$ cat config.mk
export PLATFORM = sky130hd
export DESIGN_NAME = multiwave_osc_core_flat
export DESIGN_NICKNAME = d
export VERILOG_FILES = /design/src/rtl/multiwave_pkg.sv /design/src/rtl/multiwave_osc_core_if.sv /design/src/rtl/multiwave_osc_core_quarter_sine_rom.sv /design/src/rtl/multiwave_osc_core.sv /design/src/flat_wrapper.sv
export SDC_FILE = /design/constraint.sdc
export NUM_CORES = 1
export LEC_CHECK = 0
export ABC_AREA = 1
export CAP_MARGIN = 20
export CORE_ASPECT_RATIO = 1.2
export CORE_MARGIN = 1.5
export CORE_UTILIZATION = 44
export DETAILED_ROUTE_END_ITERATION = 10
export PLACE_DENSITY = 0.63
export SYNTH_ARGS = -nofsm -noshare
export SYNTH_HDL_FRONTEND = slang
export SYNTH_SLANG_ARGS = --single-unit
$ cat constraint.sdc
create_clock -name clk -period 2.65 [get_ports clk]
set_input_delay 0.3975 -clock clk [delete_from_list [all_inputs] [get_ports clk]]
set_output_delay 0.3975 -clock clk [all_outputs]
set_load 0.01 [all_outputs]
$ cat src/rtl/multiwave_pkg.sv
// Wave-select codes and pipeline latency helper for the multi-wave oscillator.
// Build option: SINE_INTERP_EN (interpolated sine, one extra pipeline stage).
package multiwave_pkg;

    typedef logic [3:0] wave_sel_t;

    localparam wave_sel_t WAVE_SINE  = 4'd0;
    localparam wave_sel_t WAVE_PULSE = 4'd1;
    localparam wave_sel_t WAVE_SAW   = 4'd2;
    localparam wave_sel_t WAVE_TRI   = 4'd3;

    function automatic int unsigned osc_latency();
`ifdef SINE_INTERP_EN
        return 32'd4;
`else
        return 32'd3;
`endif
    endfunction

endpackage

$ cat src/rtl/multiwave_osc_core_if.sv
// Phase-in / sample-out bundle between a voice phase accumulator and the oscillator core.
interface multiwave_osc_core_if #(
    parameter int unsigned PHASE_W  = 10,
    parameter int unsigned SAMPLE_W = 16
);
    import multiwave_pkg::*;

    logic                       phase_valid;
    logic [PHASE_W-1:0]         phase;
    wave_sel_t                  wave_select;
    logic [PHASE_W-1:0]         pulse_width;
    logic                       sample_valid;
    logic signed [SAMPLE_W-1:0] sample;

    modport master (
        output phase_valid, phase, wave_select, pulse_width,
        input  sample_valid, sample
    );

    modport slave (
        input  phase_valid, phase, wave_select, pulse_width,
        output sample_valid, sample
    );

endinterface

$ cat src/rtl/multiwave_osc_core_quarter_sine_rom.sv
// Quarter-wave sine table, half-step centred so mirroring/negation stay exact; 1-cycle registered read.
// Build option: SINE_INTERP_EN adds a second read port for interpolation.
module quarter_sine_rom #(
    parameter int unsigned LUT_ADDR_W = 8,
    parameter int unsigned SAMPLE_W   = 16
) (
    input  logic                  clk,
    input  logic [LUT_ADDR_W-1:0] addr_a_i,
`ifdef SINE_INTERP_EN
    input  logic [LUT_ADDR_W-1:0] addr_b_i,
    output logic [SAMPLE_W-1:0]   data_b_o,
`endif
    output logic [SAMPLE_W-1:0]   data_a_o
);
    localparam int unsigned DEPTH = 2 ** LUT_ADDR_W;
    localparam real         PI    = 3.14159265358979323846;

    function automatic logic [SAMPLE_W-1:0] rom_entry(int k);
        real max_v;
        real ang;
        max_v = (2.0 ** (SAMPLE_W - 1)) - 1.0;
        ang   = PI / 2.0 * (real'(k) + 0.5) / real'(DEPTH);
        return SAMPLE_W'($rtoi(max_v * $sin(ang) + 0.5));
    endfunction

    logic [SAMPLE_W-1:0] rom_tbl [DEPTH];

    for (genvar k = 0; k < DEPTH; k++) begin : g_tbl
        assign rom_tbl[k] = rom_entry(k);
    end

    always_ff @(posedge clk) begin
        data_a_o <= rom_tbl[addr_a_i];
    end

`ifdef SINE_INTERP_EN
    always_ff @(posedge clk) begin
        data_b_o <= rom_tbl[addr_b_i];
    end
`endif

endmodule

$ cat src/rtl/multiwave_osc_core.sv
// Phase-to-sample oscillator: sine/pulse/saw/triangle with wave/duty changes deferred to phase wrap.
// Build option: SINE_INTERP_EN (interpolated sine, latency 4 instead of 3).
module multiwave_osc_core
    import multiwave_pkg::*;
#(
    parameter int unsigned PHASE_W    = 10,
    parameter int unsigned SAMPLE_W   = 16,
    parameter int unsigned LUT_ADDR_W = 8
) (
    input  logic                clk,
    input  logic                reset,
    multiwave_osc_core_if.slave osc_if
);
    localparam int unsigned QUART_W = PHASE_W - 2;
    localparam int unsigned FRAC_W  = QUART_W - LUT_ADDR_W;
    localparam int unsigned EXT_W   = PHASE_W + SAMPLE_W;
    localparam logic signed [SAMPLE_W-1:0] MAX_S    = {1'b0, {(SAMPLE_W-1){1'b1}}};
    localparam logic signed [SAMPLE_W-1:0] NEG_MAX  = -MAX_S;
    localparam logic signed [SAMPLE_W-1:0] MIN_S    = {1'b1, {(SAMPLE_W-1){1'b0}}};

    // Stage 1: input capture and wrap-deferred commit of select/duty
    logic                 s1_valid_q;
    logic [PHASE_W-1:0]   s1_phase_q;
    logic                 have_prev_q;
    wave_sel_t            active_sel_q, active_sel_d;
    logic [PHASE_W-1:0]   active_pw_q, active_pw_d;
    logic                 commit_c;

    always_comb begin
        commit_c     = osc_if.phase_valid && (!have_prev_q || (osc_if.phase < s1_phase_q));
        active_sel_d = commit_c ? osc_if.wave_select : active_sel_q;
        active_pw_d  = commit_c ? osc_if.pulse_width : active_pw_q;
    end

    always_ff @(posedge clk) begin
        if (reset) begin
            s1_valid_q   <= 1'b0;
            s1_phase_q   <= '0;
            have_prev_q  <= 1'b0;
            active_sel_q <= WAVE_SINE;
            active_pw_q  <= '0;
        end else begin
            s1_valid_q   <= osc_if.phase_valid;
            active_sel_q <= active_sel_d;
            active_pw_q  <= active_pw_d;
            if (osc_if.phase_valid) begin
                s1_phase_q  <= osc_if.phase;
                have_prev_q <= 1'b1;
            end
        end
    end

    // Stage 2: ROM address, raw pulse/saw/triangle
    logic [QUART_W-1:0]         quart_c;
    logic [LUT_ADDR_W-1:0]      addr_c;
    logic [EXT_W-1:0]           saw_ext_c, tri_ext_c;
    logic [PHASE_W-2:0]         tri_t_c;
    logic signed [SAMPLE_W-1:0] pulse_c, saw_c, tri_raw_c, tri_c;

    always_comb begin
        quart_c = s1_phase_q[PHASE_W-3:0];
        if (s1_phase_q[PHASE_W-2]) begin
            quart_c = ~quart_c;
        end
        addr_c    = LUT_ADDR_W'(quart_c >> FRAC_W);
        pulse_c   = (s1_phase_q < active_pw_q) ? MAX_S : NEG_MAX;
        saw_ext_c = {s1_phase_q, SAMPLE_W'(0)};
        saw_c     = SAMPLE_W'(saw_ext_c >> PHASE_W) ^ MIN_S;
        tri_t_c   = s1_phase_q[PHASE_W-1] ? ~s1_phase_q[PHASE_W-2:0] : s1_phase_q[PHASE_W-2:0];
        tri_ext_c = {tri_t_c, 1'b0, SAMPLE_W'(0)};
        tri_raw_c = SAMPLE_W'(tri_ext_c >> PHASE_W) ^ MIN_S;
        tri_c     = (tri_raw_c == MIN_S) ? NEG_MAX : tri_raw_c;
    end

    logic                       s2_valid_q, s2_neg_q;
    wave_sel_t                  s2_sel_q;
    logic signed [SAMPLE_W-1:0] s2_pulse_q, s2_saw_q, s2_tri_q;
    logic [SAMPLE_W-1:0]        rom_a;

    always_ff @(posedge clk) begin
        if (reset) begin
            s2_valid_q <= 1'b0;
            s2_neg_q   <= 1'b0;
            s2_sel_q   <= WAVE_SINE;
            s2_pulse_q <= '0;
            s2_saw_q   <= '0;
            s2_tri_q   <= '0;
        end else begin
            s2_valid_q <= s1_valid_q;
            s2_neg_q   <= s1_phase_q[PHASE_W-1];
            s2_sel_q   <= active_sel_q;
            s2_pulse_q <= pulse_c;
            s2_saw_q   <= saw_c;
            s2_tri_q   <= tri_c;
        end
    end

    logic                       mux_valid, mux_neg;
    wave_sel_t                  mux_sel;
    logic signed [SAMPLE_W-1:0] mux_pulse, mux_saw, mux_tri, mux_sine;

`ifdef SINE_INTERP_EN
    localparam int unsigned FRAC_W1 = (FRAC_W == 0) ? 1 : FRAC_W;
    localparam int unsigned PROD_W  = SAMPLE_W + FRAC_W1;

    logic [LUT_ADDR_W-1:0] addr_b_c;
    logic [FRAC_W1-1:0]    s2_frac_q;
    logic [SAMPLE_W-1:0]   rom_b, diff_c, interp_c;
    logic [PROD_W-1:0]     prod_c;

    // Second tap saturates at the quarter boundary so the mirror stays exact
    assign addr_b_c = (addr_c == '1) ? addr_c : addr_c + LUT_ADDR_W'(1);

    quarter_sine_rom #(.LUT_ADDR_W(LUT_ADDR_W), .SAMPLE_W(SAMPLE_W)) u_rom (
        .clk      (clk),
        .addr_a_i (addr_c),
        .addr_b_i (addr_b_c),
        .data_b_o (rom_b),
        .data_a_o (rom_a)
    );

    always_comb begin
        diff_c   = rom_b - rom_a;
        prod_c   = PROD_W'(diff_c) * PROD_W'(s2_frac_q);
        interp_c = rom_a + SAMPLE_W'(prod_c >> FRAC_W);
    end

    logic                       s3_valid_q, s3_neg_q;
    wave_sel_t                  s3_sel_q;
    logic signed [SAMPLE_W-1:0] s3_pulse_q, s3_saw_q, s3_tri_q, s3_sine_q;

    always_ff @(posedge clk) begin
        if (reset) begin
            s2_frac_q  <= '0;
            s3_valid_q <= 1'b0;
            s3_neg_q   <= 1'b0;
            s3_sel_q   <= WAVE_SINE;
            s3_pulse_q <= '0;
            s3_saw_q   <= '0;
            s3_tri_q   <= '0;
            s3_sine_q  <= '0;
        end else begin
            s2_frac_q  <= (FRAC_W == 0) ? '0 : FRAC_W1'(quart_c);
            s3_valid_q <= s2_valid_q;
            s3_neg_q   <= s2_neg_q;
            s3_sel_q   <= s2_sel_q;
            s3_pulse_q <= s2_pulse_q;
            s3_saw_q   <= s2_saw_q;
            s3_tri_q   <= s2_tri_q;
            s3_sine_q  <= signed'(interp_c);
        end
    end

    assign mux_valid = s3_valid_q;
    assign mux_neg   = s3_neg_q;
    assign mux_sel   = s3_sel_q;
    assign mux_pulse = s3_pulse_q;
    assign mux_saw   = s3_saw_q;
    assign mux_tri   = s3_tri_q;
    assign mux_sine  = s3_sine_q;
`else
    quarter_sine_rom #(.LUT_ADDR_W(LUT_ADDR_W), .SAMPLE_W(SAMPLE_W)) u_rom (
        .clk      (clk),
        .addr_a_i (addr_c),
        .data_a_o (rom_a)
    );

    assign mux_valid = s2_valid_q;
    assign mux_neg   = s2_neg_q;
    assign mux_sel   = s2_sel_q;
    assign mux_pulse = s2_pulse_q;
    assign mux_saw   = s2_saw_q;
    assign mux_tri   = s2_tri_q;
    assign mux_sine  = signed'(rom_a);
`endif

    // Output stage: select mux, sine quadrant sign; sample holds across bubbles
    logic signed [SAMPLE_W-1:0] wave_c, sample_d, sample_q;
    logic                       sample_valid_q;

    always_comb begin
        wave_c = mux_pulse;
        case (mux_sel)
            WAVE_SINE: wave_c = mux_neg ? -mux_sine : mux_sine;
            WAVE_SAW:  wave_c = mux_saw;
            WAVE_TRI:  wave_c = mux_tri;
            default:   wave_c = mux_pulse;
        endcase
        sample_d = mux_valid ? wave_c : sample_q;
    end

    always_ff @(posedge clk) begin
        if (reset) begin
            sample_q       <= '0;
            sample_valid_q <= 1'b0;
        end else begin
            sample_q       <= sample_d;
            sample_valid_q <= mux_valid;
        end
    end

    assign osc_if.sample       = sample_q;
    assign osc_if.sample_valid = sample_valid_q;

endmodule
$ cat src/flat_wrapper.sv
// flat-port wrapper written by rule: the top's interface ports become plain ports
module multiwave_osc_core_flat import multiwave_pkg::*;
#(
    parameter int unsigned PHASE_W    = 10,
    parameter int unsigned SAMPLE_W   = 16,
    parameter int unsigned LUT_ADDR_W = 8
)
  (clk, reset, osc_if_phase_valid, osc_if_phase, osc_if_wave_select, osc_if_pulse_width, osc_if_sample_valid, osc_if_sample);
  multiwave_osc_core_if #(.PHASE_W(PHASE_W), .SAMPLE_W(SAMPLE_W)) osc_if_i ();
  input  logic clk;
  input  logic reset;
  input wire logic [$bits(osc_if_i.phase_valid)-1:0] osc_if_phase_valid;
  input wire logic [$bits(osc_if_i.phase)-1:0] osc_if_phase;
  input wire logic [$bits(osc_if_i.wave_select)-1:0] osc_if_wave_select;
  input wire logic [$bits(osc_if_i.pulse_width)-1:0] osc_if_pulse_width;
  output wire logic [$bits(osc_if_i.sample_valid)-1:0] osc_if_sample_valid;
  output wire logic [$bits(osc_if_i.sample)-1:0] osc_if_sample;
  assign osc_if_i.phase_valid = osc_if_phase_valid;
  assign osc_if_i.phase = osc_if_phase;
  assign osc_if_i.wave_select = osc_if_wave_select;
  assign osc_if_i.pulse_width = osc_if_pulse_width;
  assign osc_if_sample_valid = osc_if_i.sample_valid;
  assign osc_if_sample = osc_if_i.sample;
  multiwave_osc_core #(.PHASE_W(PHASE_W), .SAMPLE_W(SAMPLE_W), .LUT_ADDR_W(LUT_ADDR_W)) u_core (.clk(clk), .reset(reset), .osc_if(osc_if_i));
endmodule
==> out/summary.txt <==
FLOORPLANNING
-----------------------------------------------------------------------------------------------------
I/O pin cnt                                                                                        44
Die H                                                                                          148 um
Die X                                                                                          124 um
Standard-cell rows                                                                                 52
Core ar.                                                                                  17000 sq um
Die Footprint                                                                             18400 sq um
Initial core utilization                                                                        0.453

PWR
-----------------------------------------------------------------------------------------------------
Sequential share of power                                                                       0.261
Static power due to leakage                                                                0.00457 uW
Clk pwr share                                                                                   0.203
Switching fraction of total power                                                               0.482
IR Drop Worst-Case VDD                                                                       0.254 mV
Total power                                                                                   6400 uW
Part of the total power dissipated in combinational logic                                       0.537
Power density over the cells                                                              706 nW/um^2
Pint                                                                                          3310 uW
Net switching power figure                                                                    3090 uW

LOGIC SYNTHESIS
-----------------------------------------------------------------------------------------------------
Main synth FF type                                                                       sky130_fd_sc_hd__dfxtp_1
Yosys top cell area share                                                                       0.225
Synth area leader                                                                        sky130_fd_sc_hd__dfxtp_1
Most numerous cell in the Yosys netlist                                                  sky130_fd_sc_hd__nand2_1
Most used standard cells in the synthesized netlist                                      455 x sky130_fd_sc_hd__nand2_1, 207 x sky130_fd_sc_hd__nand3_1, 133 x sky130_fd_sc_hd__nor2_1
Dominant combinational cell family by area after synthesis                               simple AND/OR/NAND/NOR gates
Number of enable flip-flop cells after synthesis                                                    0
Xor and xnor fraction of the mapped netlist area                                               0.0157
Mux share of post-synthesis cell area                                                               0
Yosys Warn Count                                                                                    0
Cell count after synthesis                                                                       1364
Library cells used by synthesis                                                                    39
Post-synthesis share of cell area spent on and, or, nand and nor gates                          0.459
Mean instance size in the synthesized netlist                                              5.67 sq um
Cell area after synthesis                                                                  7730 sq um
Async S/R FF share, synth                                                                           0
Synthesized Nets                                                                                 1426
Post-synthesis share of cell area spent on full adders, half adders and majority gates         0.0567
Complex-gate fraction of the synthesized area                                                   0.137
#FFs+latches synth                                                                                 87
Seq/Total Area, Yosys                                                                           0.225
Cell types with the largest area share after synthesis                                   sky130_fd_sc_hd__dfxtp_1 23%, sky130_fd_sc_hd__nand2_1 22%, sky130_fd_sc_hd__nand3_1 13%, sky130_fd_sc_hd__nor2_1 6.5%, sky130_fd_sc_hd__inv_1 5.7%

SETUP PATH
-----------------------------------------------------------------------------------------------------
Endpoint of the lowest-slack register-to-register path                                   u_core.u_rom.data_a_o[1]$_DFF_P_
Critical path launch point                                                               u_core.s1_phase_q[0]$_SDFFE_PP0P_
FF-to-FF Start                                                                           u_core.s1_phase_q[0]$_SDFFE_PP0P_
Critical path capture point type                                                                 flop
Arrival time at the worst endpoint                                                            2.77 ns
Req. time, crit path                                                                          2.88 ns
Worst R2R Path Depth                                                                               15
Maximum fanout encountered on the critical timing path                                              5
Startpoint Class                                                                                 flop
Last element of the critical path                                                        u_core.u_rom.data_a_o[1]$_DFF_P_
Setup slack, reg-to-reg                                                                       0.11 ns
Kind of critical path                                                                      reg -> reg

GLOBAL ROUTE
-----------------------------------------------------------------------------------------------------
Overall Global Routing Usage                                                                    0.404
Maximum number of pins on one net before global-route repair                                       49
Global-route wire length before repair                                                        54.9 mm
Antenna violations before repair                                                                    1
Total global routing overflow                                                                       0
Number of global-route vias before repair                                                        9356

ROUTING
-----------------------------------------------------------------------------------------------------
Number of detailed-routing iterations run before antenna repair                                     6
Mean routed wirelength per cell                                                               22.2 um
DRC                                                                                                 0
Routed vias                                                                                      9947
Initial DRC count                                                                                1528
Total wirelength of the detailed-routed design                                                36.5 mm
Antenna Violating Nets Remaining                                                                    0
Post-detailed-route via-to-cell ratio                                                            6.06

PLACE
-----------------------------------------------------------------------------------------------------
DP Wirelength                                                                                 27.2 mm
Instance area at placement                                                                 8720 sq um
Total of buffers placed on input and output ports                                                  43
Global placement routability congestion                                                          1.18
Cell Count Post-Placement                                                                        1625

RUN
-----------------------------------------------------------------------------------------------------
Max-cap violations                                                                                  0

LAYOUT
-----------------------------------------------------------------------------------------------------
Total inserted antenna cells                                                                        0
Post-route cell area                                                                       9060 sq um
Non-filler cells in the finished layout                                                          1641
Area added between synthesis and finish                                                         17.3%
Post-layout util                                                                                0.532
Total number of nets in the final design                                                         1482
Share of final-layout standard cells stronger than drive strength 1                            0.0884
Fillers                                                                                          1838

TIMING
-----------------------------------------------------------------------------------------------------
Achievable clock frequency                                                                    394 MHz
Share of the clock period used by the worst path after layout                                   0.959
Max Transition Viols Final                                                                          0
Final hold violation count                                                                          0
Tightest slew margin relative to the limit                                                      0.494
RSZ-0062 raised after global routing                                                              yes
Final Critical Period                                                                         2.54 ns
Final Setup Violations                                                                              0
Setup skew after layout                                                                     0.0101 ns
Pin slew with the least headroom to its limit                                                0.757 ns

CLOCK NETWORK
-----------------------------------------------------------------------------------------------------
CTS H-tree lvls                                                                                     3
Quantity of hold-fixing buffers added after cts                                                     0
Post-CTS setup repair buffer count                                                                  0
TritonCTS clock tree                                                                              yes
Clock buffers created by TritonCTS                                                                  9
Clock tree root driver cell                                                              sky130_fd_sc_hd__clkbuf_16
Insertion delay of the later-clocked pin in the worst-skew pair                               0.35 ns
Number of clock sinks                                                                              87
Clock transition at the registers of the reported paths                                       0.06 ns
Clock Path Buffers                                                                                  2

OUTCOME
-----------------------------------------------------------------------------------------------------
Status                                                                                      completed

MIN PATH
-----------------------------------------------------------------------------------------------------
Worst hold path type                                                                       reg -> reg

-- power groups by stage --
stage	logic [uW]	registers, uW	clock network (uW)
after floorplan	2070	1610	0
after global placement	3260	1680	0
after detailed placement	3230	1690	0
after CTS	3250	1660	1310
after global routing	3690	1680	1360
final	3430	1670	1300
-- cell families after synthesis --
group	count (synthesis)
flip-flops	87
XOR/XNOR	13
AND/OR/NAND/NOR	843
adder cells (fa/ha/maj)	35
buffers and inverters	198
AO/OA/AOI/OAI	188
-- routing by layer --
layer,wire length [um],share of wire,GRT usage,vias up
met5,0,0,0,-
met4,3960,0.11,0.368,0
met3,3990,0.11,0.0985,258
met2,15700,0.43,0.623,740
met1,12800,0.35,0.455,4373
li1,-,-,-,4576
-- worst max-delay path: stages, from the launching register on --
cell and delay (ns):
sky130_fd_sc_hd__dfxtp_1 0.40, sky130_fd_sc_hd__inv_1 0.12, sky130_fd_sc_hd__nand2_1 0.07, sky130_fd_sc_hd__nand2_1 0.13
sky130_fd_sc_hd__ha_1 0.37, sky130_fd_sc_hd__nand3_1 0.22, sky130_fd_sc_hd__inv_1 0.12, sky130_fd_sc_hd__buf_4 0.15
sky130_fd_sc_hd__nand2_1 0.11, sky130_fd_sc_hd__nand3_1 0.09, sky130_fd_sc_hd__nand2_1 0.07, sky130_fd_sc_hd__nand2_1 0.06
sky130_fd_sc_hd__nor2_1 0.12, sky130_fd_sc_hd__nor2_1 0.06, sky130_fd_sc_hd__nor2_2 0.24, sky130_fd_sc_hd__nand2_1 0.09
-- state kept, by name, indices dropped and copies added (netlist names) --
name / flops
u_core.active_pw_q: 10
u_core.active_sel_q: 4
u_core.have_prev_q: 1
u_core.mux_neg: 1
u_core.mux_pulse: 3
u_core.mux_saw: 10
u_core.mux_sel: 4
u_core.mux_tri: 10
u_core.mux_valid: 1
u_core.osc_if.sample: 16
u_core.osc_if.sample_valid: 1
u_core.s1_phase_q: 10
u_core.s1_valid_q: 1
u_core.u_rom.data_a_o: 15
-- area by class of cell --
type / instances / area, sq um / share of cell area
well taps: 216 / 270 / 0.0298
flip-flops and latches: 87 / 1740 / 0.192
clock buffers: 10 / 229 / 0.0253
inverters: 126 / 473 / 0.0522
clock inverters: 6 / 70.1 / 0.00773
repair buffers: 117 / 1050 / 0.116
multi-input cells: 1079 / 5230 / 0.577
-- per-stage QoR --
step	hold slack (ns)	TNS (ns)	setup slack, ns
global route	0.468	-0.000469	-0.000469
detailed placement	0.433	0	0.00496
floorplan	0.388	0	0.491
CTS	0.443	0	0.0496
finish	0.435	0	0.109
global placement	0.431	-0.0364	-0.0364
-- timing repair --
item / in CTS / in global routing
gates resized for setup: 1 / 11
pin swaps: 0 / 0
setup endpoints to repair: 1 / 5
-- worst min path at each step --
stage / end / slack (ns) / cells past startpoint / start
3_5_place_dp: u_core.mux_sel[2]$_SDFF_PP0_ / 0.43 / 2 / u_core.active_sel_q[2]$_SDFFE_PP0P_
3_3_place_gp: u_core.mux_sel[3]$_SDFF_PP0_ / 0.43 / 2 / u_core.active_sel_q[3]$_SDFFE_PP0P_
4_1_cts: u_core.mux_sel[3]$_SDFF_PP0_ / 0.44 / 2 / u_core.active_sel_q[3]$_SDFFE_PP0P_
5_1_grt: u_core.mux_sel[3]$_SDFF_PP0_ / 0.47 / 2 / u_core.active_sel_q[3]$_SDFFE_PP0P_
6_report: u_core.mux_sel[3]$_SDFF_PP0_ / 0.44 / 2 / u_core.active_sel_q[3]$_SDFFE_PP0P_
2_1_floorplan: u_core.mux_valid$_SDFF_PP0_ / 0.39 / 2 / u_core.s1_valid_q$_SDFF_PP0_
-- cell usage in the layout, fill, tap and decap left out, types with 5 or more instances in the layout --
cell type	synthesis	routed
sky130_fd_sc_hd__o22a_1	10	10
sky130_fd_sc_hd__clkdlybuf4s50_1	0	43
sky130_fd_sc_hd__clkbuf_16	0	9
sky130_fd_sc_hd__nand2_2	11	15
sky130_fd_sc_hd__nand3b_1	5	5
sky130_fd_sc_hd__a21oi_1	68	67
sky130_fd_sc_hd__inv_2	7	7
sky130_fd_sc_hd__o21ai_0	61	61
sky130_fd_sc_hd__buf_4	8	69
sky130_fd_sc_hd__nand4_1	23	23
sky130_fd_sc_hd__ha_1	35	35
sky130_fd_sc_hd__nand2_1	455	450
sky130_fd_sc_hd__o22ai_1	8	8
sky130_fd_sc_hd__dfxtp_1	87	86
sky130_fd_sc_hd__o21ai_1	13	13
sky130_fd_sc_hd__o211ai_1	12	12
sky130_fd_sc_hd__nand3_1	207	204
sky130_fd_sc_hd__nor2_1	133	131
sky130_fd_sc_hd__inv_1	118	118
sky130_fd_sc_hd__buf_12	0	5
sky130_fd_sc_hd__xnor2_1	7	6
Note: power is estimated with default switching activity, not from simulation.
==> RTL edit: new RTL, same flow settings <==
`PHASE_W` is set to 10 in 3 places; all go to 14.
--- a/src/rtl/multiwave_osc_core_if.sv
+++ b/src/rtl/multiwave_osc_core_if.sv
@@ -1,6 +1,6 @@
 // Phase-in / sample-out bundle between a voice phase accumulator and the oscillator core.
 interface multiwave_osc_core_if #(
-    parameter int unsigned PHASE_W  = 10,
+    parameter int unsigned PHASE_W  = 14,
     parameter int unsigned SAMPLE_W = 16
 );
     import multiwave_pkg::*;
--- a/src/rtl/multiwave_osc_core.sv
+++ b/src/rtl/multiwave_osc_core.sv
@@ -3,7 +3,7 @@
 module multiwave_osc_core
     import multiwave_pkg::*;
 #(
-    parameter int unsigned PHASE_W    = 10,
+    parameter int unsigned PHASE_W    = 14,
     parameter int unsigned SAMPLE_W   = 16,
     parameter int unsigned LUT_ADDR_W = 8
 ) (
--- a/src/flat_wrapper.sv
+++ b/src/flat_wrapper.sv
@@ -1,7 +1,7 @@
 // flat-port wrapper written by rule: the top's interface ports become plain ports
 module multiwave_osc_core_flat import multiwave_pkg::*;
 #(
-    parameter int unsigned PHASE_W    = 10,
+    parameter int unsigned PHASE_W    = 14,
     parameter int unsigned SAMPLE_W   = 16,
     parameter int unsigned LUT_ADDR_W = 8
 )
Interface: changed (resized osc_if_phase and osc_if_pulse_width); port bits go from 44 to 52. No check against the original RTL was run, so the function may have changed too.
==> RTL edit against the original RTL <==
  * Sequential cell count is 16 higher
  * Cell area grew 12%
  * Routed wire length is 7.0% higher
  * Total power is 9.2% higher
  * Worst setup slack got worse by 0.033 ns
  * Sequential share of layout area rose by 1.0 points
  * Synthesized area increased by 12%
==> RTL edit: results (changes against the original RTL) <==
- Met2 Track Usage GR: 0.659 (was 0.623)
- Buffers on Ports: 51 (was 43)
- Global routing usage on met1: 0.413 (was 0.455)
- Vias per inst: 5.80 (was 6.06)
- Buffer depth of the longest clock path: 2 (unchanged)
- Crit path DAT: 2.83 ns (was 2.77 ns)
- Pin count of the biggest net entering global routing: 56 (was 49)
- Fill cells: 2,064 (was 1,838)
- Vias in the first global route: 10,200 (was 9,356)
- Max reg flops: 16 (unchanged)
- Worst-margin pin slew: 0.947 ns (was 0.757 ns)
- CP max stage delay: 0.45 ns (was 0.40 ns)
- Final GP Congestion: 1.06 (was 1.18)
- XOR/XNOR Fraction of Synth Area: 0.0254 (was 0.0157)
- Sequential area share after synthesis: 0.238 (was 0.225)
- Initial antenna violation count: 0 (was 1)
- Met3 Use GR: 0.0625 (was 0.0985)
- Complex-gate fraction of the synthesized area: 0.112 (was 0.137)
- Iter 0 DRT Violations: 1,288 (was 1,528)
- Worst Clk Skew: 0.0188 ns (was 0.0101 ns)
- Post-synth top cells: 470 x nand2_1, 252 x nand3_1, 162 x nor2_1 (was 455 x nand2_1, 207 x nand3_1, 133 x nor2_1)
- Skew-Pair Late Insertion Delay: 0.37 ns (was 0.35 ns)
- WL per Instance: 21.4 µm (was 22.2 µm)
- Status: finished clean (unchanged)
- Synth area leaders: dfxtp_1 24%, nand2_1 20%, nand3_1 15% (was dfxtp_1 23%, nand2_1 22%, nand3_1 13%)
- Worst hold path class: reg -> reg (unchanged)
- Htree depth: 3 (unchanged)
- Placed wire-length estimate: 29,900 µm (was 27,200 µm)
- Post-Syn Instances: 1,496 (was 1,364)
- Post-synthesis mux area share: 0 (unchanged)
- Post-Layout Cell Count: 1,826 (was 1,641)
- Clk pin slew, worst setup/hold paths: 0.09 ns (was 0.06 ns)
- Hold Buf Count CTS: 0 (unchanged)
- Yosys warnings: 0 (unchanged)
- First-pass GRT wire length: 59,100 µm (was 54,900 µm)
- CTS buffer count: 9 (unchanged)
- VDD IR max: 0.347 mV (was 0.254 mV)
- GRT Total Usage: 0.379 (was 0.404)
- First-pass iteration count of the detailed router: 6 (unchanged)
- Synth Area in Adders: 0.0634 (was 0.0567)
- Share of layout cells above drive strength 1: 0.0805 (was 0.0884)
- Asr flop ratio synth: 0 (unchanged)
- Slowest CP cell: dfxtp_1 (unchanged)
- Critical-path maximum fanout: 9 (was 5)
- Net count, final: 1,639 (was 1,482)
- Synth cell types: 39 (unchanged)
- Leakage power total: 5.20 nW (was 4.57 nW)
- Root buf cell: clkbuf_16 (unchanged)
## RTL edit: final timing paths
check | endpoint | slack [ns] | startpoint | depth (start not counted)
worst max-delay path | u_core.u_rom.data_a_o[9] | 0.08 | u_core.s1_phase_q[4] | 14
worst max register to register | u_core.u_rom.data_a_o[9] | 0.08 | u_core.s1_phase_q[4] | 14
worst min register to register | u_core.mux_valid | 0.42 | u_core.s1_valid_q | 2
worst min-delay path | u_core.mux_valid | 0.42 | u_core.s1_valid_q | 2
## RTL edit: per-stage QoR
stage,worst slack [ns],utilization,instance area (µm²)
6_report,0.0765,0.525,10200
3_5_place_dp,0.0259,0.508,9850
4_1_cts,0.0123,0.523,10200
3_3_place_gp,-0.0161,0.508,9850
2_1_floorplan,0.391,-,8680
5_1_grt,0.0155,0.525,10200
## RTL edit: worst max-delay path, delay by kind of cell (launching register included)
family / cells / cell delay (ns)
buffers and inverters: 4 / 0.72
flip-flops: 1 / 0.45
AND/OR/NAND/NOR: 8 / 0.97
adder cells (fa/ha/maj): 1 / 0.23
AO/OA/AOI/OAI: 1 / 0.10
## RTL edit: area by class of cell
| class | count | area share |
|---|---|---|
| multi-input combinational | 1166 | 0.560 |
| sequential | 103 | 0.202 |
| timing repair buffer | 132 | 0.121 |
| inverter | 148 | 0.0549 |
| tap | 261 | 0.0320 |
| clock buffer | 9 | 0.0221 |
| clock inverter | 7 | 0.00761 |
## RTL edit: repair_timing
item                       4_1_cts  5_1_grt
hold endpoints to repair         0        0
resized for setup                0        7
setup endpoints to repair        0       13
setup buffers                    0        0
## RTL edit: power by group
group | switching [mW] | internal, mW | leakage, nW
clock network | 0.701 | 0.669 | 0.144
registers | 0.225 | 1.75 | 0.854
logic | 2.45 | 1.19 | 4.20
## RTL edit: metal layers
metal | vias to the layer above | share of wire
li1 | 4986 | -
met1 | 4814 | 0.37
met2 | 598 | 0.47
met3 | 191 | 0.080
met4 | 0 | 0.089
met5 | - | 0
## RTL edit: logic make-up after synthesis
| logic type | after synthesis |
|---|---|
| AO/OA/AOI/OAI | 174 |
| adder cells (fa/ha/maj) | 44 |
| flip-flops | 103 |
| buffers and inverters | 227 |
| XOR/XNOR | 20 |
| AND/OR/NAND/NOR | 928 |
